## src/rtl/kvs_pkg.sv

```systemverilog
// Shared types and widths for the KVS command arbiter slice.
// Command encodings, response bundle and arbiter state.
package kvs_pkg;

  localparam int KVS_KEY_W  = 128;
  localparam int KVS_VAL_W  = 32;
  localparam int KVS_ADDR_W = 16;

  typedef enum logic [2:0] {
    KVS_SEARCH = 3'd0,
    KVS_UPDATE = 3'd1,
    KVS_WRITE  = 3'd2,
    KVS_ERASE  = 3'd3,
    KVS_READ   = 3'd4
  } kvs_cmd_e;

  typedef enum logic {
    ST_WAIT_READY = 1'b0,
    ST_RUN        = 1'b1
  } arb_state_e;

  typedef struct packed {
    logic                  hit;
    logic                  err;
    logic [KVS_ADDR_W-1:0] addr;
    logic [KVS_VAL_W-1:0]  value;
  } kvs_rsp_t;

  function automatic logic cmd_ok(input logic [2:0] c);
    return c <= 3'd4;
  endfunction

endpackage

```

## src/rtl/kvs_tag_fifo.sv

```systemverilog
// In-order tag FIFO: remembers which requester owns each
// command in flight so acks can be routed back.
module kvs_tag_fifo #(
  parameter int DEPTH = 16,
  parameter int W     = 2
) (
  input  logic         clk,
  input  logic         rst_n,
  input  logic         push,
  input  logic [W-1:0] din,
  input  logic         pop,
  output logic [W-1:0] dout,
  output logic         empty,
  output logic         full
);

  localparam int AW = $clog2(DEPTH);

  logic [W-1:0] r_mem [DEPTH];
  logic [AW:0]  r_wp;
  logic [AW:0]  r_rp;

  always_ff @(posedge clk or negedge rst_n) begin
    if (!rst_n) begin
      r_wp <= '0;
      r_rp <= '0;
    end else begin
      if (push) r_wp <= r_wp + (AW+1)'(1);
      if (pop)  r_rp <= r_rp + (AW+1)'(1);
    end
  end

  always_ff @(posedge clk) begin
    if (push) r_mem[r_wp[AW-1:0]] <= din;
  end

  assign dout  = r_mem[r_rp[AW-1:0]];
  assign empty = (r_wp == r_rp);
  assign full  = (r_wp[AW] != r_rp[AW]) &&
                 (r_wp[AW-1:0] == r_rp[AW-1:0]);

endmodule

```

## src/rtl/kvs_cmd_arbiter.sv

```systemverilog
// Round-robin sharing of one KVS kernel command port among
// NUM_REQ requesters, with in-order response routing.
module kvs_cmd_arbiter
  import kvs_pkg::*;
#(
  parameter int NUM_REQ         = 4,
  parameter int MAX_OUTSTANDING = 16
) (
  input  logic                           clk,
  input  logic                           xrst,
  input  logic [NUM_REQ-1:0]             req_valid,
  output logic [NUM_REQ-1:0]             req_ready,
  input  logic [3*NUM_REQ-1:0]           req_cmd,
  input  logic [KVS_KEY_W*NUM_REQ-1:0]   req_key,
  input  logic [KVS_VAL_W*NUM_REQ-1:0]   req_value,
  output logic [NUM_REQ-1:0]             rsp_valid,
  output logic                           rsp_hit,
  output logic                           rsp_err,
  output logic [KVS_ADDR_W-1:0]          rsp_ent_addr,
  output logic [KVS_VAL_W-1:0]           rsp_value,
  input  logic                           kvs_ready,
  input  logic                           kvs_wait,
  input  logic                           kvs_cmd_full,
  input  logic                           kvs_ack,
  input  logic                           kvs_single_hit,
  input  logic                           kvs_multi_hit,
  input  logic                           kvs_ent_err,
  input  logic [KVS_ADDR_W-1:0]          kvs_ent_addr,
  input  logic [KVS_VAL_W-1:0]           kvs_key_value,
  output logic                           kvs_cmd_valid,
  output logic                           kvs_cmd_search,
  output logic                           kvs_cmd_update,
  output logic                           kvs_cmd_write,
  output logic                           kvs_cmd_erase,
  output logic                           kvs_cmd_read,
  output logic [KVS_KEY_W-1:0]           kvs_key_dat,
  output logic [KVS_VAL_W-1:0]           kvs_key_value_o,
  output logic [6:0]                     outstanding,
  output logic                           idle,
  output logic                           proto_err
);

  localparam int IW = $clog2(NUM_REQ);

  arb_state_e           r_state;
  arb_state_e           w_state_nxt;
  logic [IW-1:0]        r_last;
  logic [6:0]           r_out;
  logic                 r_perr;
  logic                 r_cmd_valid;
  logic [4:0]           r_strb;
  logic [KVS_KEY_W-1:0] r_key;
  logic [KVS_VAL_W-1:0] r_val;
  logic [NUM_REQ-1:0]   r_rsp_valid;
  kvs_rsp_t             r_rsp;

  logic [NUM_REQ-1:0]   w_elig;
  logic                 w_any;
  logic [IW-1:0]        w_idx;
  logic                 w_can;
  logic                 w_grant;
  logic [2:0]           w_cmd;
  logic [IW-1:0]        w_tag;
  logic                 w_empty;
  logic                 w_full;
  logic                 w_pop;

  always_comb begin
    w_state_nxt = r_state;
    unique case (r_state)
      ST_WAIT_READY: if (kvs_ready)  w_state_nxt = ST_RUN;
      ST_RUN:        if (!kvs_ready) w_state_nxt = ST_WAIT_READY;
      default:       w_state_nxt = ST_WAIT_READY;
    endcase
  end

  always_comb begin
    for (int i = 0; i < NUM_REQ; i++)
      w_elig[i] = req_valid[i] & cmd_ok(req_cmd[3*i +: 3]);
  end

  // Search starts one past the last winner, wrapping at NUM_REQ.
  always_comb begin : p_rr
    int j;
    j     = 0;
    w_any = 1'b0;
    w_idx = '0;
    for (int k = 1; k <= NUM_REQ; k++) begin
      j = int'(r_last) + k;
      if (j >= NUM_REQ) j = j - NUM_REQ;
      if (!w_any && w_elig[j]) begin
        w_any = 1'b1;
        w_idx = IW'(j);
      end
    end
  end

  assign w_can   = (r_state == ST_RUN) && !kvs_wait && !kvs_cmd_full &&
                   (r_out < 7'(MAX_OUTSTANDING)) && !w_full;
  assign w_grant = w_can && w_any;
  assign w_cmd   = req_cmd[3*int'(w_idx) +: 3];
  assign w_pop   = kvs_ack && !w_empty;

  always_comb begin
    req_ready = '0;
    if (w_grant) req_ready[w_idx] = 1'b1;
  end

  kvs_tag_fifo #(
    .DEPTH (MAX_OUTSTANDING),
    .W     (IW)
  ) u_tags (
    .clk   (clk),
    .rst_n (xrst),
    .push  (w_grant),
    .din   (w_idx),
    .pop   (w_pop),
    .dout  (w_tag),
    .empty (w_empty),
    .full  (w_full)
  );

  always_ff @(posedge clk or negedge xrst) begin
    if (!xrst) begin
      r_state     <= ST_WAIT_READY;
      r_last      <= IW'(NUM_REQ-1);
      r_out       <= '0;
      r_perr      <= 1'b0;
      r_cmd_valid <= 1'b0;
      r_strb      <= '0;
      r_key       <= '0;
      r_val       <= '0;
      r_rsp_valid <= '0;
      r_rsp       <= '0;
    end else begin
      r_state     <= w_state_nxt;
      r_cmd_valid <= w_grant;
      r_strb      <= '0;
      r_rsp_valid <= '0;
      if (w_grant) begin
        r_last <= w_idx;
        r_key  <= req_key[KVS_KEY_W*int'(w_idx) +: KVS_KEY_W];
        r_val  <= req_value[KVS_VAL_W*int'(w_idx) +: KVS_VAL_W];
        unique case (w_cmd)
          KVS_SEARCH: r_strb <= 5'b00001;
          KVS_UPDATE: r_strb <= 5'b00010;
          KVS_WRITE:  r_strb <= 5'b00100;
          KVS_ERASE:  r_strb <= 5'b01000;
          KVS_READ:   r_strb <= 5'b10000;
          default:    r_strb <= 5'b00000;
        endcase
      end
      if (w_pop) begin
        r_rsp_valid[w_tag] <= 1'b1;
        r_rsp <= '{hit:   kvs_single_hit | kvs_multi_hit,
                   err:   kvs_ent_err,
                   addr:  kvs_ent_addr,
                   value: kvs_key_value};
      end
      if (kvs_ack && w_empty) r_perr <= 1'b1;
      if (w_grant && !w_pop)      r_out <= r_out + 7'd1;
      else if (!w_grant && w_pop) r_out <= r_out - 7'd1;
    end
  end

  assign kvs_cmd_valid   = r_cmd_valid;
  assign kvs_cmd_search  = r_strb[0];
  assign kvs_cmd_update  = r_strb[1];
  assign kvs_cmd_write   = r_strb[2];
  assign kvs_cmd_erase   = r_strb[3];
  assign kvs_cmd_read    = r_strb[4];
  assign kvs_key_dat     = r_key;
  assign kvs_key_value_o = r_val;
  assign rsp_valid       = r_rsp_valid;
  assign rsp_hit         = r_rsp.hit;
  assign rsp_err         = r_rsp.err;
  assign rsp_ent_addr    = r_rsp.addr;
  assign rsp_value       = r_rsp.value;
  assign outstanding     = r_out;
  assign proto_err       = r_perr;
  assign idle            = (r_state == ST_RUN) && (r_out == '0) &&
                           !(|req_valid);

endmodule

```

## config.mk

```make
export PLATFORM = sky130hd
export DESIGN_NAME = kvs_cmd_arbiter
export DESIGN_NICKNAME = d
export VERILOG_FILES = /design/src/rtl/kvs_pkg.sv /design/src/rtl/kvs_tag_fifo.sv /design/src/rtl/kvs_cmd_arbiter.sv
export SDC_FILE = /design/constraint.sdc
export NUM_CORES = 1
export LEC_CHECK = 0
export ABC_CLOCK_PERIOD_IN_PS = 4200
export CAP_MARGIN = 15
export CORE_AREA = 2 2 371 373
export CTS_BUF_LIST = sky130_fd_sc_hd__clkbuf_16
export DETAILED_ROUTE_END_ITERATION = 10
export DIE_AREA = 0 0 373 375
export SYNTH_ARGS = -nofsm -noshare
export SYNTH_HDL_FRONTEND = slang
export SYNTH_SLANG_ARGS = --single-unit
```

## constraint.sdc

```tcl
create_clock -name clk -period 4.2 [get_ports clk]
set_input_delay 1.05 -clock clk [delete_from_list [all_inputs] [get_ports clk]]
set_output_delay 1.05 -clock clk [all_outputs]
set_load 0.02 [all_outputs]
```

=== Word-level counts from Yosys, hierarchy flattened ===
Memory sizes are Yosys's and may differ from the RTL's.
Cells that the tools add are included.

* Add/sub/neg operators: 12
* Multipliers: 1
* Magnitude comparators: 17
* Eq/ne operators: 7
* Shifts and indexed selects: 3
* Mux-type cells: 37
* Bitwise logic cells: 5
* Reduce and logical (&&, ||, !) cells: 31

{| class="wikitable"
|+ Operators with widths
! kind !! count
|-
| 512-bit by 10-bit variable part select with 128-bit output || 1
|-
| 32-bit by 4-bit < comparator with 1-bit output (second input constant) || 4
|-
| 32-bit 2-to-1 mux || 4
|-
| 128-bit by 8-bit variable part select with 32-bit output || 1
|-
| 5-bit case mux with 5 select lines || 1
|-
| 1-bit logical AND || 17
|-
| 1-bit 2-to-1 mux || 17
|-
| 7-bit 2-to-1 mux || 2
|-
| 3-bit <= comparator (second input constant) || 4
|-
| 12-bit by 5-bit variable part select with 3-bit output || 1
|-
| 3-bit by 3-bit subtractor with 4-bit output (second input constant) || 3
|-
| 5-bit by 1-bit adder with 5-bit output (second input constant) || 2
|-
| 1-bit logical NOT || 10
|-
| 3-bit greater-or-equal comparator (second input constant) || 3
|-
| 1-bit binary-select mux with 2-bit select || 4
|-
| 2-bit 2-to-1 mux || 4
|-
| 4-bit 2-to-1 mux || 2
|-
| 7-bit by 1-bit adder with 7-bit output (second input constant) || 1
|-
| 7-bit logical NOT || 1
|-
| 7-bit by 5-bit < comparator with 1-bit output (second input constant) || 1
|-
| 7-bit by 1-bit subtractor with 7-bit output (second input constant) || 1
|-
| 2-bit by 2-bit adder with 3-bit output (second input constant) || 2
|-
| 3-bit by 2-bit equality test with 1-bit output (second input constant) || 2
|-
| 2-bit by 3-bit < comparator with 1-bit output (second input constant) || 2
|-
| other kinds (18) || 23
|}

* Flip-flop bits (word level): 241
* Bits in writable memories: 32
* Input port bits: 713
* Output and inout bits: 233
* Word-level logic and storage cells: 129
* Memories: 1

{| class="wikitable"
|+ Memories
! memory !! depth !! bits a word !! read ports !! clocked after Yosys merged registers in !! write ports !! line !! RTL
|-
| u_tags.r_mem || 16 || 2 || 1 || 0 || 1 || kvs_tag_fifo.sv:19 || <nowiki>logic [W-1:0] r_mem [DEPTH];</nowiki>
|}

=== Depth between registers and ports, before layout ===
* Word-level depth: 21
* Gate-level depth with buffers: 17
* Mapped depth without buffers: 14

=== Modules after synthesis ===
From an unflattened synthesis, not the netlist that was laid out.

* Cells, all modules: 1,877
* Area, all modules: 15,317.2 µm²

{| class="wikitable"
|+ Modules (own cells, without submodules)
! module !! times used !! cells an instance !! area an instance (µm²) !! sequential area each (µm²)
|-
| kvs_cmd_arbiter || 1 || 1,754 || 13,429.1 || 5,783.0
|-
| kvs_tag_fifo || 1 || 123 || 1,888.1 || 1,211.2
|}

=== Worst setup path after synthesis ===
No wires, ideal clock.

* Path kind: input to register
* From: in req_cmd[9]
* To: reg r_out[6], in the netlist outstanding[6]
* Setup time: 0.080 ns
* Data arrival time: 3.858 ns
* Data required time: 4.120 ns
* Slack: 0.262 ns
* Stages on the path: 14
* Path buffers: 1
* Path through: o21ai_0 -> a22oi_1 -> a221o_1 -> inv_2 -> buf_2 -> ha_1 -> inv_1 -> fa_1 -> a21o_1 -> a21oi_1 -> o21bai_1 -> a21oi_1 -> mux2i_1 -> xnor2_1

* Longest elaborated chain between the ends: 19
* Elaborated cells between the ends (all ways): 30
* Those cells by class: order compare: 1; mux: 17; bitwise: 1; reduce/logical: 11

{| class="wikitable"
|+ Ends and longest elaborated chain
! item !! line !! RTL
|-
| from (decl) || kvs_cmd_arbiter.sv:13 || <nowiki>input logic [3*NUM_REQ-1:0] req_cmd,</nowiki>
|-
| 3-bit <= comparator (*) || kvs_pkg.sv:30 || <nowiki>return c <= 3'd4;</nowiki>
|-
| 1-bit AND (*) || kvs_cmd_arbiter.sv:79 || <nowiki>w_elig[i] = req_valid[i] & cmd_ok(req_cmd[3*i +: 3]);</nowiki>
|-
| 1-bit binary-select mux with 2-bit select || kvs_cmd_arbiter.sv:91 || <nowiki>if (!w_any && w_elig[j]) begin</nowiki>
|-
| 1-bit 2-to-1 mux (implied by the code) (2 in series) || kvs_cmd_arbiter.sv:91 ||
|-
| 1-bit 2-to-1 mux || kvs_cmd_arbiter.sv:91 ||
|-
| 1-bit logical NOT || kvs_cmd_arbiter.sv:91 ||
|-
| 1-bit logical AND || kvs_cmd_arbiter.sv:91 ||
|-
| 1-bit 2-to-1 mux || kvs_cmd_arbiter.sv:91 ||
|-
| [... 3 more ...] || - ||
|-
| 1-bit logical NOT || kvs_cmd_arbiter.sv:91 ||
|-
| 1-bit logical AND || kvs_cmd_arbiter.sv:91 ||
|-
| 1-bit 2-to-1 mux (*) || kvs_cmd_arbiter.sv:91 ||
|-
| 1-bit logical AND (*) || kvs_cmd_arbiter.sv:100 || <nowiki>assign w_grant = w_can && w_any;</nowiki>
|-
| net u_tags.push || kvs_tag_fifo.sv:9 || <nowiki>input logic push,</nowiki>
|-
| 1-bit logical NOT || kvs_cmd_arbiter.sv:162 || <nowiki>else if (!w_grant && w_pop) r_out <= r_out - 7'd1;</nowiki>
|-
| 1-bit logical AND || kvs_cmd_arbiter.sv:162 ||
|-
| 2-bit nonzero test (no line) || - ||
|-
| to (signal assigned) || kvs_cmd_arbiter.sv:161 || <nowiki>if (w_grant && !w_pop) r_out <= r_out + 7'd1;</nowiki>
|-
| to (signal assigned) || kvs_cmd_arbiter.sv:162 ||
|-
| to (decl) || kvs_cmd_arbiter.sv:48 || <nowiki>logic [6:0] r_out;</nowiki>
|}

Mark *: on every way through the listed nets, which the timed path passes. The rest lies on a longest branch. The select of a mux whose other input is x is not followed.
A chain may end at the register's enable or synchronous reset.

=== Final worst setup path ===
* From: in req_cmd[11]
* To: out req_ready[2]

* Longest elaborated chain between the ends: 20
* Elaborated cells between the ends (all ways): 35
* Those cells by class: order compare: 3; mux: 23; bitwise: 1; reduce/logical: 8

{| class="wikitable"
|+ Ends and longest elaborated chain
! item !! line !! RTL
|-
| 3-bit <= comparator (*) || kvs_pkg.sv:30 ||
|-
| 1-bit AND (*) || kvs_cmd_arbiter.sv:79 ||
|-
| 1-bit binary-select mux with 2-bit select || kvs_cmd_arbiter.sv:91 ||
|-
| 1-bit 2-to-1 mux (implied by the code) (2 in series) || kvs_cmd_arbiter.sv:91 ||
|-
| 1-bit 2-to-1 mux || kvs_cmd_arbiter.sv:91 ||
|-
| 1-bit logical NOT || kvs_cmd_arbiter.sv:91 ||
|-
| 1-bit logical AND || kvs_cmd_arbiter.sv:91 ||
|-
| 1-bit 2-to-1 mux || kvs_cmd_arbiter.sv:91 ||
|-
| [... 4 more ...] || - ||
|-
| 1-bit logical AND || kvs_cmd_arbiter.sv:91 ||
|-
| 2-bit 2-to-1 mux (*) || kvs_cmd_arbiter.sv:91 ||
|-
| net u_tags.din[0] || kvs_tag_fifo.sv:10 || <nowiki>input logic [W-1:0] din,</nowiki>
|-
| 2-bit by 3-bit < comparator with 1-bit output (implied by the code) / 2-bit by 1-bit greater-or-equal comparator with 1-bit output (equally long branches) || kvs_cmd_arbiter.sv:106 || <nowiki>if (w_grant) req_ready[w_idx] = 1'b1;</nowiki>
|-
| 1-bit logical AND (implied by the code) || kvs_cmd_arbiter.sv:106 ||
|-
| 1-bit 2-to-1 mux (implied by the code) || kvs_cmd_arbiter.sv:106 ||
|-
| 1-bit demux with 2-bit select (*) || kvs_cmd_arbiter.sv:106 ||
|-
| 4-bit 2-to-1 mux (*) || kvs_cmd_arbiter.sv:106 ||
|-
| to (decl) || kvs_cmd_arbiter.sv:12 || <nowiki>output logic [NUM_REQ-1:0] req_ready,</nowiki>
|}

Marks and branches as above.

==> flow_metrics.py <==
metrics = {
    "worst_hold_path": {
        "hold_depth": 2,
        "hold_path_startpoint": "rsp_value[24]",
        "hold_class": "register to register",
        "hold_end": "rsp_value[24]",
    },
    "synthesis": {
        "synthDistinctLibCells": 54,
        "synth_edf_count": 32,
        "synth_fp_nets": 2330,
        "netlist_area_mm2": 0.0157,
        "async_flop_share_pct": 88.3,
        "yosys-top-cells-area": "dfrtp_1 38%, mux2i_1 13%, nand2_1 7.8%",
        "ys_ff_latch": 273,
        "ys.flop_type": "dfrtp_1",
        "synth_top_area_share_pct": 38.1,
        "synth_cells": 1605,
        "yosysWarnings": 0,
        "synth_area_per_cell_um2": 9.78,
        "yosysTopAreaCell": "dfrtp_1",
        "ys_seq_area_share_pct": 44.5,
    },
    "critical_path": {
        "cp.arrival_ps": 3080,
        "r2r_end": "outstanding[6]",
        "crit_type": "primary input to output pin",
        "critPathSlowestCell": "clkdlybuf4s50_1",
        "ff2ff_path_depth": 14,
        "start_kind": "primary input",
        "reg2reg_slack_ps": 390,
        "crit_required_ps": 3150,
        "r2r-start": "outstanding[5]",
        "path_cells": "clkdlybuf4s50_1 -> o21ai_0 -> buf_4 -> buf_4 -> a32oi_2 -> o22ai_4 -> nor2_4 -> inv_1 -> nor2_1 -> dlygate4sd2_1",
        "max_stage_delay_ps": 520,
        "end_kind": "output pin",
        "worstPathMaxFanout": 4,
        "path_common_cell": "buf_4",
    },
    "clocking": {
        "htreeDepth": 2,
        "clkTransAtPathRegs_ps": 60,
        "cts_root_buf": "clkbuf_16",
        "cts_buffers": 36,
        "clock_sinks": 273,
        "cts_tree": "done",
        "max-clock-path-buffers": 3,
        "clk-insertion-delay-late_ps": 600,
    },
    "die": {
        "initial_core_util_pct": 11.5,
        "num_rows": 136,
        "core_area_mm2": 0.136,
        "die_w_um": 373,
        "design.die.area_mm2": 0.140,
        "io_pins": 946,
        "die_h_um": 375,
    },
    "pwr": {
        "power_density_mw_per_mm2": 567,
        "vdd_drop_max_mv": 0.348,
        "power_leakage_nw": 12.0,
        "power.total_mw": 16.6,
    },
    "timing": {
        "period_share_pct": 98.4,
        "setup_tns_ps": 0,
        "grt_setup_unrepaired": "no",
        "fmax_mhz": 242,
        "period_needed_ps": 4130,
        "drv_slew": 0,
        "setup_viol": 0,
        "final-hold-violation-count": 0,
        "setup_slack_ps": 68.0,
        "relSlewSlack_pct": 21.7,
        "fin_skew_ps": 36.3,
        "worst-slew-pin-transition_ps": 1180,
    },
    "place": {
        "portBuffers": 945,
        "preCtsSetupSlack_ps": -313,
        "placedCellCount": 4337,
        "dpl.hpwl_um": 90600,
        "gp_congestion": 0.933,
    },
    "detailed_routing": {
        "drcViolationCount": 0,
        "wl_per_cell_um": 25.1,
        "vias_per_cell": 3.95,
        "drt_first_pass_iters": 7,
        "ant_nets": 0,
        "drtIter0Drc": 1228,
        "num_vias": 17500,
        "wl_um": 111000,
    },
    "global_route": {
        "antenna_found_initial": 40,
        "grt_pass1_vias": 17700,
        "grt_pass1_wl_um": 149000,
        "grt_max_degree": 107,
        "grt_overflow_total": 0,
        "grt_usage_pct": 15.2,
    },
    "final_layout": {
        "layout.cells.most_common": "clkdlybuf4s50_1",
        "area.growth.synth_to_final_pct": 87.0,
        "fin_nets": 3307,
        "final_cell_mix": "939 x clkdlybuf4s50_1, 326 x nand2_1, 238 x dfrtp_1",
        "drive_gt1_share_pct": 10.5,
        "fin_cells": 4425,
    },
    "outcome": {
        "status": "complete, no violations",
    },
    "flow_run": {
        "drv_cap": 0,
    },
}
-- synth_stat cells (11+ instances only) --
cell type    n
a21o_1     114
o211ai_1    69
o221ai_1    38
dfrtp_1    239
nor2_1      20
xnor2_1     13
o21ai_0    129
nand2_1    326
clkbuf_1    90
inv_1       11
ha_1        11
edfxtp_1    32
buf_2       35
mux2i_1    209
nand3_1    116
o211ai_2    45
-- area by class of cell --
type	instances	area, µm²
Fill cell	14900	107000
Timing Repair Buffer	1082	10700
Multi-Input combinational cell	1177	8100
Sequential cell	273	7000
Tap cell	1794	2240
Clock buffer	37	926
Clock inverter	29	317
Antenna cell	21	52.6
Inverter	12	45.0
-- kinds of logic (layout without fill, tap and decap cells) --
| family | Yosys count | count (layout) | synth area share, % |
|---|---|---|---|
| AND/OR/NAND/NOR | 489 | 489 | 13.1 |
| other | 0 | 21 | 0 |
| AO/OA/AOI/OAI | 437 | 437 | 21.1 |
| XOR/XNOR | 19 | 19 | 1.06 |
| multiplexers | 220 | 220 | 14.8 |
| buffers and inverters | 155 | 1160 | 4.37 |
| adder cells (fa/ha/maj) | 12 | 12 | 1.00 |
| flip-flops | 273 | 273 | 44.5 |
-- power by group --
part	leakage [nW]	switching, mW	internal [mW]
clock	0.631	1.41	1.93
combinational	8.00	4.88	3.98
sequential	3.32	0.750	3.70
total	12.0	7.04	9.61
-- through the flow --
step	utilization, %	hold slack, ps	cell area, µm²
after CTS	21.5	485	29300
after floorplan	-	462	15700
final	21.5	479	29400
after global placement	20.6	464	28100
after detailed placement	20.6	466	28100
after global routing	21.5	498	29300
-- state kept, by name, indices dropped and copies added, names as in the netlist --
| register | cells |
|---|---|
| outstanding | 7 |
| u_tags.r_mem | 32 |
| r_state | 1 |
| r_last | 2 |
| kvs_key_dat | 128 |
| rsp_err | 1 |
| u_tags.r_rp | 5 |
| rsp_valid | 4 |
| kvs_cmd_valid | 1 |
| rsp_ent_addr | 16 |
| rsp_value | 32 |
| proto_err | 1 |
| kvs_key_value_o | 32 |
| rsp_hit | 1 |
| r_strb | 5 |
| u_tags.r_wp | 5 |
-- routing by layer --
layer,wire [µm],vias up,track usage [%]
li1,-,7834,-
met1,46000,8719,18.8
met2,52600,761,24.8
met3,9780,126,5.20
met4,2610,18,4.52
met5,98,-,0
-- what timing repair did --
action	CTS	global route
buffers inserted	1	0
setup endpoints to repair	5	2
gates cloned	0	0
pin swaps	1	0
hold buffers	0	0
gates resized for setup	9	3
-- critical path, delay by kind of cell --
| kind | cells | cell delay, ps |
|---|---|---|
| AO/OA/AOI/OAI | 3 | 470 |
| buffers and inverters | 5 | 1250 |
| AND/OR/NAND/NOR | 2 | 300 |
-- how the worst max path moves through the flow --
| stage | startpoint | end | slack [ps] |
|---|---|---|---|
| final | req_cmd[11] | req_ready[2] | 70 |
| after global placement | req_cmd[6] | req_ready[3] | -300 |
| after CTS | outstanding[5] | req_ready[3] | 1 |
| after detailed placement | req_cmd[7] | req_ready[3] | -310 |
| after global routing | req_cmd[9] | req_ready[0] | 8 |
| after floorplan | req_cmd[9] | outstanding[6] | 260 |
Note: power is estimated with default switching activity, not from simulation.
